### config.mk
export PLATFORM = sky130hd
export DESIGN_NAME = rf_wb_arbiter
export DESIGN_NICKNAME = d
export VERILOG_FILES = /design/src/rtl/rf_wb_arbiter.sv
export SDC_FILE = /design/constraint.sdc
export NUM_CORES = 1
export LEC_CHECK = 0
export BUFFER_PORTS_ARGS = -buffer_cell sky130_fd_sc_hd__buf_2
export CAP_MARGIN = 10
export CORE_MARGIN = 3
export CORE_UTILIZATION = 40
export DETAILED_ROUTE_END_ITERATION = 12
export PLACE_DENSITY = 0.69
export SLEW_MARGIN = 20
export SYNTH_ARGS = -nofsm -noshare
export SYNTH_HDL_FRONTEND = slang
export SYNTH_SLANG_ARGS = --single-unit
### constraint.sdc
create_clock -name clk -period 2.07 [get_ports clk]
set_input_delay 0.207 -clock clk [delete_from_list [all_inputs] [get_ports clk]]
set_output_delay 0.207 -clock clk [all_outputs]
set_load 0.01 [all_outputs]
### src/rtl/rf_wb_arbiter.sv
// Writeback arbiter and scoreboard for the single-write-port register file.
// Round-robins the ALU and load unit onto the write port and tracks outstanding writes per register.
module rf_wb_arbiter #(
  parameter int unsigned DATA_W = 32,
  parameter int unsigned AW     = 3,
  parameter int unsigned CNT_W  = 2
) (
  input  logic              clk,
  input  logic              rst,
  input  logic              src0_valid,
  input  logic [AW-1:0]     src0_reg,
  input  logic [DATA_W-1:0] src0_data,
  output logic              src0_ready,
  input  logic              src1_valid,
  input  logic [AW-1:0]     src1_reg,
  input  logic [DATA_W-1:0] src1_data,
  output logic              src1_ready,
  input  logic              iss_en,
  input  logic [AW-1:0]     iss_reg,
  output logic              iss_ready,
  input  logic [AW-1:0]     rd1_reg,
  input  logic [AW-1:0]     rd2_reg,
  output logic              rd1_busy,
  output logic              rd2_busy,
  output logic              wr_en,
  output logic [AW-1:0]     wr_reg,
  output logic [DATA_W-1:0] wr_data,
  output logic              sb_err
);

  localparam int unsigned NREG = 2 ** AW;
  localparam logic [CNT_W-1:0] CNT_MAX = '1;

  logic prio;
  logic prio_nxt;
  logic gnt0;
  logic gnt1;

  logic [CNT_W-1:0] cnt     [NREG];
  logic [CNT_W-1:0] cnt_nxt [NREG];
  logic [NREG-1:0]  inc_vec;
  logic [NREG-1:0]  dec_vec;
  logic             iss_fire;
  logic             underflow;

  // Priority pointer register
  always_ff @(posedge clk or posedge rst) begin
    if (rst) begin
      prio <= 1'b0;
    end else begin
      prio <= prio_nxt;
    end
  end

  // Pointer moves to the loser after a grant, holds otherwise
  always_comb begin
    prio_nxt = prio;
    if (gnt0) begin
      prio_nxt = 1'b1;
    end else if (gnt1) begin
      prio_nxt = 1'b0;
    end
  end

  // Grant decode: depends only on the valids and the pointer
  always_comb begin
    gnt0 = 1'b0;
    gnt1 = 1'b0;
    if (src0_valid && src1_valid) begin
      gnt0 = !prio;
      gnt1 = prio;
    end else begin
      gnt0 = src0_valid;
      gnt1 = src1_valid;
    end
  end

  assign src0_ready = gnt0;
  assign src1_ready = gnt1;

  // Registered write port; address and data hold when idle
  always_ff @(posedge clk or posedge rst) begin
    if (rst) begin
      wr_en   <= 1'b0;
      wr_reg  <= '0;
      wr_data <= '0;
    end else begin
      wr_en <= gnt0 | gnt1;
      if (gnt0) begin
        wr_reg  <= src0_reg;
        wr_data <= src0_data;
      end else if (gnt1) begin
        wr_reg  <= src1_reg;
        wr_data <= src1_data;
      end
    end
  end

  assign iss_ready = (cnt[iss_reg] != CNT_MAX);
  assign iss_fire  = iss_en && iss_ready;
  assign rd1_busy  = (cnt[rd1_reg] != '0);
  assign rd2_busy  = (cnt[rd2_reg] != '0);
  assign underflow = wr_en && (cnt[wr_reg] == '0);

  assign inc_vec = iss_fire ? (NREG'(1) << iss_reg) : '0;
  assign dec_vec = wr_en    ? (NREG'(1) << wr_reg)  : '0;

  // Per-register count update; a matching issue and commit cancel out
  always_comb begin
    for (int i = 0; i < NREG; i++) begin
      cnt_nxt[i] = cnt[i];
      if (inc_vec[i] && !dec_vec[i]) begin
        cnt_nxt[i] = cnt[i] + CNT_W'(1);
      end else if (dec_vec[i] && !inc_vec[i] && (cnt[i] != '0)) begin
        cnt_nxt[i] = cnt[i] - CNT_W'(1);
      end
    end
  end

  // Scoreboard state and sticky underflow flag
  always_ff @(posedge clk or posedge rst) begin
    if (rst) begin
      for (int i = 0; i < NREG; i++) begin
        cnt[i] <= '0;
      end
      sb_err <= 1'b0;
    end else begin
      for (int i = 0; i < NREG; i++) begin
        cnt[i] <= cnt_nxt[i];
      end
      sb_err <= sb_err | underflow;
    end
  end

endmodule

* Yosys cells after proc, flatten, opt, wreduce, memory -nomap -nowiden
Cells that the tools add are included.
Word-level totals: bits of input ports 84, word-level logic and storage cells 144, register bits after elaboration 54, output and inout port bits 42
Operators by class: equality and inequality tests 1, shifts and indexed selects 2, reduce and logical (&&, ||, !) cells 64, $add $sub $neg 16, multiplexer cells 38, order comparisons 4, bitwise logic cells 6
Operators by type and width (number):
- $mux W32 | 2
- $mux W2 | 24
- $reduce_bool A2 Y1 | 19
- $logic_and A1 B1 Y1 | 27
- $bmux W2 S3 | 4
- $logic_not A1 Y1 | 17
- $add A2 B1 Y2 const B | 8
- $ge A4 B4 Y1 const B | 4
- $mux W8 | 2
- $not A3 Y4 | 4
- $shl A1 B3 Y8 const A | 2
- $sub A2 B1 Y2 const B | 8
- $mux W3 | 2
- $mux W1 | 4
- $logic_not A2 Y1 | 1
- $ne A2 B2 Y1 const B | 1
- $or A1 B1 Y1 | 2

* Depth between registers and ports, before layout
Gate-level depths: netlist of the first run.
word-level depth 12, mapped depth 6, mapped depth without buffers 4

* Least setup slack after synthesis of the first run
OpenSTA, ideal clock, no wires.
path type reg-to-output, start point reg cnt[14] (netlist bit), end point out iss_ready, required time 1.863 ns, buffers on the path 0, arrival 1.311 ns, path slack 0.552 ns, cell stages (with the launch flop) 4, path through dfrtp_1 -> and2_2 -> mux4_2 -> mux2i_1
Between the ends: longest elaborated chain between the ends 4
RTL lines:
- start, declared | line 39 | logic [CNT_W-1:0] cnt [NREG];
- start signal, assigned by index | line 129 | cnt[i] <= cnt_nxt[i];
- $bmux W2 S3 | line 99 | assign iss_ready = (cnt[iss_reg] != CNT_MAX);
- $mux W2 (implied by the code) (2 in a row) | line 99
- $ne A2 B2 Y1 | line 99
- end, declared | line 20 | output logic iss_ready,
Every way passes these cells. The select of a mux whose other input is x is not followed.

* Worst setup path in the final report of the first run
Ends and elaborated chain as after synthesis.

==> flow_summary.yaml, run 1 <==
clock_tree:
  cts_tree: "built"
  cts.path.max_buffers: 2
  clk_latency_ns: 0.30
  numCtsBuffers: 5
  cts.sinks: 54
  htreeDepth: 2
  root_buffer: "clkbuf_8"
  clkTransAtPathRegs_ns: 0.09
  post_cts_resize_count: 0
synth:
  synthCells: 308
  ys_warn_count: 0
  synth_area_um2: 2863
  ys_ff_latch: 54
  synth_cell_types: 34
  synth_nets: 392
  syn_avg_cell_area_um2: 9.295
  yosysSeqAreaShare_pct: 47.20
placement:
  hpwl_um: 5953
  place_ws_ns: 0.4567
  io_buffers: 125
  globalplace.congestion: 0.8919
sta:
  timing.final.crit_period_ns: 1.953
  finalCritPeriodShare_pct: 94.36
  rsz0062_at_grt: "false"
  finalSetupTns_ns: 0
  layout_setup_ws_ns: 0.1168
  slew_viol_final: 0
  setup_viol: 0
  worst_pin_slew_ns: 0.6460
  max_freq_mhz: 512.0
  hold_violations: 0
  finClkSkew_ns: 0.004816
  max-slew-margin-rel_pct: 56.93
power_and_ir_drop:
  switchingPower_mw: 1.109
  combPwrFrac_pct: 32.1
  p_seq_share_pct: 45.9
  p_total_mw: 3.233
  leakage_nw: 1.692
  power_density_nw_per_um2: 870.4
  clockPowerShare_pct: 22.1
  sw_frac_of_total_pct: 34.30
  vdd_drop_max_mv: 0.4420
  intPower_mw: 2.124
setup_path:
  arrival_ns: 1.75
  path_max_fanout: 7
  crit_required_ns: 1.86
  cp-start-kind: "flop"
  crit_path_end_kind: "primary output"
  worstSetupPathType: "reg2out"
  ff2ff_setup_slack_ns: 0.45
layout:
  insertedDiodeCount: 0
  final_nets: 516
  largest_reg_flops: 32
  drive_gt1_share_pct: 37.04
  syn_to_final_growth_pct: 29.76
  n_fill_cell: 659
  fin_util_pct: 54.08
detailed_routing:
  drc_errors: 0
  routedWlPerCell_um: 14.82
  vias: 2730
  drtAntennaViolNets: 0
  viasPerCell: 5.170
  drtIter0Drc: 87
  dr_wl_met2_um: 3657
  firstDrtPassIters: 4
  dr_wl_met3_um: 650
  top_layer_used: "met4"
  wl_um: 7825
  met1_length_um: 3427
global_route:
  grt_usage_pct: 19.04
  grt_overflow: 0
  grt_first_pass_wirelength_um: 12930
  antenna_found_initial: 0
  grt_pass1_vias: 2709
  grt_max_degree: 33
floorplan:
  top_level_ports: 126
  core_um2: 6869
  die_x_um: 90.60
  initial_core_util_pct: 41.68
  std_cell_rows: 30
  die_h_um: 90.60
  die_area_um2: 8208
worst_hold_path:
  hold_class: "in2reg"
outcome:
  status: "complete, no violations"
flow_run:
  maxCapViolations: 0
[final timing paths]
| kind | end | start | cells past startpoint |
|---|---|---|---|
| max | iss_ready | cnt[14] | 4 |
| min reg2reg | sb_err | sb_err | 1 |
| min in group asynchronous | wr_data[23] | rst | 3 |
| max reg2reg | cnt[14] | wr_en | 5 |
| max in group asynchronous | cnt[14] | rst | 4 |
| min | wr_data[17] | src0_data[17] | 3 |
[power groups by stage]
stage               registers [mW]  logic [mW]  clock network (mW)
floorplan                     1.50       0.647                   0
global placement              1.48        1.00                   0
detailed placement            1.49        1.04                   0
CTS                           1.48        1.04               0.732
global route                  1.53        1.16               0.769
finish                        1.48        1.04               0.714
[what timing repair did]
item                                   CTS  global route
setup endpoints to repair                0             0
hold buffers                             1             0
endpoints found under the hold margin   25             0
buffers inserted                         0             0
[cell usage in the layout, fill, tap and decap left out, types with 2 or more instances in the layout]
master,Yosys,routed
nor2b_2,2,2
a31oi_1,4,4
nor3_1,3,3
mux4_2,4,4
buf_4,0,4
o21a_1,9,9
a211oi_1,11,11
a22oi_1,3,3
inv_1,18,17
nor2_1,81,81
buf_2,8,125
o22ai_1,35,35
clkbuf_8,0,6
a2111oi_2,7,7
o311a_1,8,8
nand2b_1,2,2
o21ai_0,18,18
dfrtp_1,54,54
a21oi_1,9,9
nand2_1,4,4
and2_1,9,9
[per-layer routing]
metal | vias up | global-route usage [%]
met5 | - | 0
met4 | 0 | 4.974
met3 | 8 | 5.333
met2 | 112 | 31.44
met1 | 1247 | 24.60
li1 | 1363 | -
[Yosys cell counts]
| cell type | number | area (µm²) |
|---|---|---|
| a31oi_1 | 4 | 25.02 |
| mux4_2 | 4 | 90.09 |
| o21ai_1 | 1 | 5.000 |
| a21oi_1 | 9 | 45.04 |
| or2_4 | 1 | 8.760 |
| nor3_1 | 3 | 15.01 |
| a211oi_2 | 1 | 12.51 |
| nor2_2 | 1 | 6.260 |
| o21ai_0 | 18 | 90.09 |
| or2_2 | 1 | 6.260 |
| nand2_1 | 4 | 15.01 |
| o22ai_1 | 35 | 219.0 |
| buf_2 | 8 | 40.04 |
| a2111oi_4 | 1 | 27.53 |
| inv_1 | 18 | 67.56 |
| a2111oi_2 | 7 | 105.1 |
| nor4_1 | 1 | 6.260 |
| a22oi_1 | 3 | 22.52 |
| and2_1 | 9 | 56.30 |
| a211oi_1 | 11 | 82.58 |
| nor2b_1 | 1 | 6.260 |
| nor2b_2 | 2 | 17.52 |
| a221o_1 | 1 | 10.01 |
| nand2b_4 | 1 | 13.76 |
| dfrtp_1 | 54 | 1351 |
| buf_6 | 1 | 11.26 |
| clkbuf_1 | 5 | 18.77 |
| nand2_2 | 1 | 6.260 |
| mux2i_1 | 1 | 10.01 |
| and2_2 | 1 | 7.510 |
| nor2_1 | 81 | 304.0 |
| o21a_1 | 9 | 67.56 |
| o311a_1 | 8 | 80.08 |
| nand2b_1 | 2 | 12.51 |
[critical path, cell delays in order, from the launching register on]
cell and delay [ns]:
dfrtp_1 0.46, and2_2 0.25, mux4_2 0.47, mux2i_1 0.13, buf_2 0.15
[kinds of logic after synthesis]
kind of cell,after synthesis,share of synthesized area (%)
compound gates,108,27.67
flops,54,47.20
simple gates,109,16.83
buf+inv,32,4.808
mux,5,3.497
[per-stage QoR]
| step | hold slack, ns | cell area, µm² | cells |
|---|---|---|---|
| final | 0.1324 | 3715 | 528 |
| after global routing | 0.1338 | 3715 | 528 |
| after CTS | 0.1258 | 3715 | 528 |
| after floorplan | 0.3510 | 2863 | 308 |
| after global placement | 0.3007 | 3592 | 520 |
| after detailed placement | 0.3040 | 3592 | 520 |
[area by class of cell]
type	count	area, µm²	area share (%)
multi-input combinational	222	1378	37.08
clock inverter	1	30.03	0.8084
sequential	54	1351	36.38
clock buffer	6	82.58	2.223
timing repair buffer	131	685.7	18.46
tap	96	120.1	3.233
inverter	18	67.56	1.819
Note: power is estimated with default switching activity, not from simulation.
==> run 2, diff against run 1 <==
Settings changed: BUFFER_PORTS_ARGS -buffer_cell sky130_fd_sc_hd__buf_2 to not set, DONT_BUFFER_PORTS set to 1, PLACE_DENSITY 0.69 to not set.
==> flow_summary.yaml, run 2 (synthesis gave the netlist of run 1 again) <==
setup_path:
  cp.buffers_inverters: 0
  cpPeakStageDelay_ns: 0.48
  worstSetupPathType: "reg2out"
  r2r-end: "cnt[8]"
  ff2ff_setup_slack_ns: 0.32
  arrival_ns: 1.79
  cp_cell_sequence: "and2_2, mux4_2, mux2i_1"
  crit_family: "multiplexers"
  crit_path_end_kind: "primary output"
  slowest_stage: "dfrtp_1"
  cp-start-kind: "flop"
  path_max_fanout: 7
  reg2reg_depth: 4
  r2r_start: "wr_reg[2]"
  crit_required_ns: 1.86
clock_tree:
  numCtsBuffers: 5
  post_cts_buffers: 0
  clkTransAtPathRegs_ns: 0.11
  htreeDepth: 2
  cts.sinks: 54
  cts_tree: "built"
  clk_latency_ns: 0.31
  root_buffer: "clkbuf_8"
  post_cts_resize_count: 0
  cts.path.max_buffers: 2
worst_hold_path:
  whs_endpoint: "wr_data[7]"
  hold_class: "in2reg"
  worstHoldStart: "src0_data[7]"
  min_path_cells: 2
layout:
  fin_util_pct: 44.81
  final_cell_mix: "nor2_1, dfrtp_1, o22ai_1"
  final_nets: 391
  fin_cells: 404
  insertedDiodeCount: 0
  regArea_um2: 1351
  multiInputGateArea_um2: 1378
  largest_reg_flops: 32
  layout_commonest_cell: "nor2_1"
  fin_area_um2: 3078
  syn_to_final_growth_pct: 7.517
  drive_gt1_share_pct: 11.04
  n_fill_cell: 684
floorplan:
  core_um2: 6869
  die_h_um: 90.60
  die_area_um2: 8208
  std_cell_rows: 30
  initial_core_util_pct: 41.68
  top_level_ports: 126
  die_x_um: 90.60
sta:
  layout_setup_ws_ns: 0.07378
  finalSetupTns_ns: 0
  finalCritPeriodShare_pct: 96.44
  max_freq_mhz: 500.9
  finClkSkew_ns: 0.01022
  max-slew-margin-rel_pct: 50.64
  setup_viol: 0
  worst_pin_slew_ns: 0.7389
  hold_slack_ns: 0.03077
  slew_viol_final: 0
  rsz0062_at_grt: "false"
  timing.final.crit_period_ns: 1.996
  hold_violations: 0
outcome:
  status: "complete, no violations"
detailed_routing:
  firstDrtPassIters: 5
  drtIter0Drc: 121
  drc_errors: 0
  viasPerCell: 5.752
  drtAntennaViolNets: 0
  wl_um: 6929
  vias: 2324
  routedWlPerCell_um: 17.15
power_and_ir_drop:
  leakage_nw: 1.202
  p_total_mw: 2.960
  vdd_drop_max_mv: 0.3695
  power_density_nw_per_um2: 961.7
placement:
  hpwl_um: 4971
  place_ws_ns: 0.3552
  dpl.cell_count: 393
  io_buffers: 0
  dpl_cell_area_um2: 2952
  globalplace.congestion: 0.8611
flow_run:
  maxCapViolations: 0
global_route:
  grt_max_degree: 37
  antenna_found_initial: 0
  grt_pass1_vias: 2392
  grt_overflow: 0
  grt_usage_pct: 17.14
  grt_first_pass_wirelength_um: 11520
run 2: cell count changes in the layout (fill, tap and decap cells not counted):
| cell | before | now |
|---|---|---|
| clkbuf_8 | 6 | 5 |
| dlygate4sd3_1 | 1 | 3 |
| buf_4 | 4 | 2 |
| buf_2 | 125 | 0 |
| bufinv_16 | 1 | 0 |
| inv_8 | 0 | 1 |
| clkinvlp_4 | 0 | 1 |
| inv_6 | 0 | 1 |
run 2: worst reg2reg max path: cells and delay by family, from the launching register on:
| family | cells | cell delay, ns |
|---|---|---|
| AND/OR/NAND/NOR | 2 | 0.71 |
| AO/OA/AOI/OAI | 2 | 0.45 |
| flip-flops | 1 | 0.49 |
run 2: power breakdown:
group	switching [mW]	total [mW]	internal, mW
Clock	0.379	0.631	0.252
Sequential	0.295	1.56	1.27
Combinational	0.431	0.768	0.336
Total	1.11	2.96	1.85
run 2: worst max-delay path by stage:
stage               cells after the start   endpoint       from
floorplan                               1     cnt[0]        rst
global placement                        4    cnt[10]  wr_reg[2]
finish                                  3  iss_ready    cnt[14]
global route                            3  iss_ready    cnt[14]
CTS                                     3  iss_ready    cnt[14]
detailed placement                      4    cnt[10]  wr_reg[2]
run 2: metal layers:
metal	GRT usage, %	up-vias	wire, µm
li1	-	1124	-
met4	3.954	0	60
met2	27.98	107	3208
met3	6.000	8	646
met1	21.86	1085	3014
met5	0	-	0
run 2: area by class of cell:
cell class	count	area share (%)
inverters	18	2.195
clock buffers	5	2.236
multi-input cells	222	44.76
clock inverters	3	0.8943
flip-flops and latches	54	43.90
repair buffers	6	2.114
well taps	96	3.902
run 2: repair_timing:
item | 4_1_cts | 5_1_grt
hold buffers | 3 | 0
hold endpoints to repair | 29 | 0
setup endpoints to repair | 0 | 0
==> run 3, diff against run 2 <==
Settings changed: PLACE_DENSITY set to 0.56.
==> flow_summary.yaml, run 3 (synthesis gave the netlist of run 1 again) <==
sta:
  finalCritPeriodShare_pct: 95.64
  finalSetupTns_ns: 0
  max_freq_mhz: 505.1
  finClkSkew_ns: 0.009204
  worst_pin_slew_ns: 0.6717
  setup_viol: 0
  hold_violations: 0
  timing.final.crit_period_ns: 1.980
  slew_viol_final: 0
  rsz0062_at_grt: "false"
  max-slew-margin-rel_pct: 55.13
setup_path:
  r2r-end: "cnt[14]"
  ff2ff_setup_slack_ns: 0.38
  worstSetupPathType: "reg2out"
  arrival_ns: 1.77
  cp-start-kind: "flop"
  cp_cell_sequence: "and2_2, mux4_2, mux2i_1"
  path_max_fanout: 7
  crit_path_start: "cnt[14]"
  reg2reg_depth: 4
  cpPeakStageDelay_ns: 0.47
  crit_path_end_kind: "primary output"
  critPathCapture: "iss_ready"
  r2r_start: "wr_en"
  slowest_stage: "mux4_2"
  crit_required_ns: 1.86
clock_tree:
  clkTransAtPathRegs_ns: 0.10
  cts.path.max_buffers: 2
  post_cts_buffers: 0
  cts_tree: "built"
  htreeDepth: 2
  root_buffer: "clkbuf_8"
  cts.sinks: 54
  clk_latency_ns: 0.30
  numCtsBuffers: 5
global_route:
  antenna_found_initial: 0
  grt_max_degree: 55
  grt_usage_pct: 15.99
  grt_first_pass_wirelength_um: 10750
  grt_pass1_vias: 2202
  grt_overflow: 0
floorplan:
  top_level_ports: 126
  die_area_um2: 8208
  core_um2: 6869
  die_h_um: 90.60
  die_x_um: 90.60
  initial_core_util_pct: 41.68
  std_cell_rows: 30
detailed_routing:
  firstDrtPassIters: 4
  drc_errors: 0
  routedWlPerCell_um: 16.76
  drtAntennaViolNets: 0
  viasPerCell: 5.600
  wl_um: 6753
  vias: 2257
  drtIter0Drc: 78
layout:
  final_cell_mix: "nor2_1, dfrtp_1, o22ai_1"
  final_nets: 391
  fin_area_um2: 3064
  fin_util_pct: 44.61
  insertedDiodeCount: 0
  fin_cells: 403
  layout_commonest_cell: "nor2_1"
  drive_gt1_share_pct: 10.75
  largest_reg_flops: 32
  syn_to_final_growth_pct: 7.037
worst_hold_path:
  hold_class: "in2reg"
  worstHoldStart: "src0_data[2]"
power_and_ir_drop:
  p_total_mw: 2.895
  power_density_nw_per_um2: 944.9
  leakage_nw: 1.199
  vdd_drop_max_mv: 0.3383
outcome:
  status: "complete, no violations"
placement:
  globalplace.congestion: 0.8191
  io_buffers: 0
  hpwl_um: 4872
  dpl_cell_area_um2: 2952
  dpl.cell_count: 393
flow_run:
  maxCapViolations: 0
[run 3: worst min path at each step]
stage | to | slack [ns] | cells past startpoint
global placement | wr_data[25] | 0.17 | 2
detailed placement | cnt[8] | 0.18 | 2
global route | wr_data[2] | 0.03 | 2
finish | wr_data[2] | 0.04 | 2
CTS | prio | 0.008 | 1
floorplan | wr_data[0] | 0.35 | 2
[run 3: area by class of cell]
class	count	area, µm²
fill	662	3805
multi-input combinational	222	1378
sequential	54	1351
tap	96	120.1
clock buffer	5	68.82
inverter	18	67.56
timing repair buffer	6	65.06
clock inverter	2	13.76
[run 3: per-stage QoR]
step / hold WS, ns / setup WS (ns)
after detailed placement: 0.1751 / 0.4010
final: 0.04084 / 0.09029
after global routing: 0.02770 / 0.02176
after CTS: 0.008219 / 0.07751
after global placement: 0.1717 / 0.4243
after floorplan: 0.3510 / 0.5484
[run 3: repair_timing]
action,CTS,global route
endpoints found under the hold margin,58,1
resized for setup,0,0
hold buffers,2,1
[run 3: power breakdown]
group / switching (mW) / internal (mW) / total, mW
registers: 0.288 / 1.27 / 1.55
logic: 0.422 / 0.336 / 0.759
clock network: 0.347 / 0.235 / 0.582
total: 1.06 / 1.84 / 2.90
[run 3: worst max-delay path, delay by kind of cell (launching register included)]
| family | cells | cell delay (ns) |
|---|---|---|
| flip-flops | 1 | 0.46 |
| multiplexers | 2 | 0.76 |
| AND/OR/NAND/NOR | 1 | 0.25 |
[run 3: layer usage]
| layer | global-route usage [%] | vias to the layer above | share of wire, % |
|---|---|---|---|
| li1 | - | 1115 | - |
| met1 | 20.53 | 1037 | 43 |
| met2 | 26.13 | 98 | 48 |
| met3 | 4.917 | 7 | 8.2 |
| met4 | 4.337 | 0 | 1.3 |
| met5 | 0 | - | 0 |
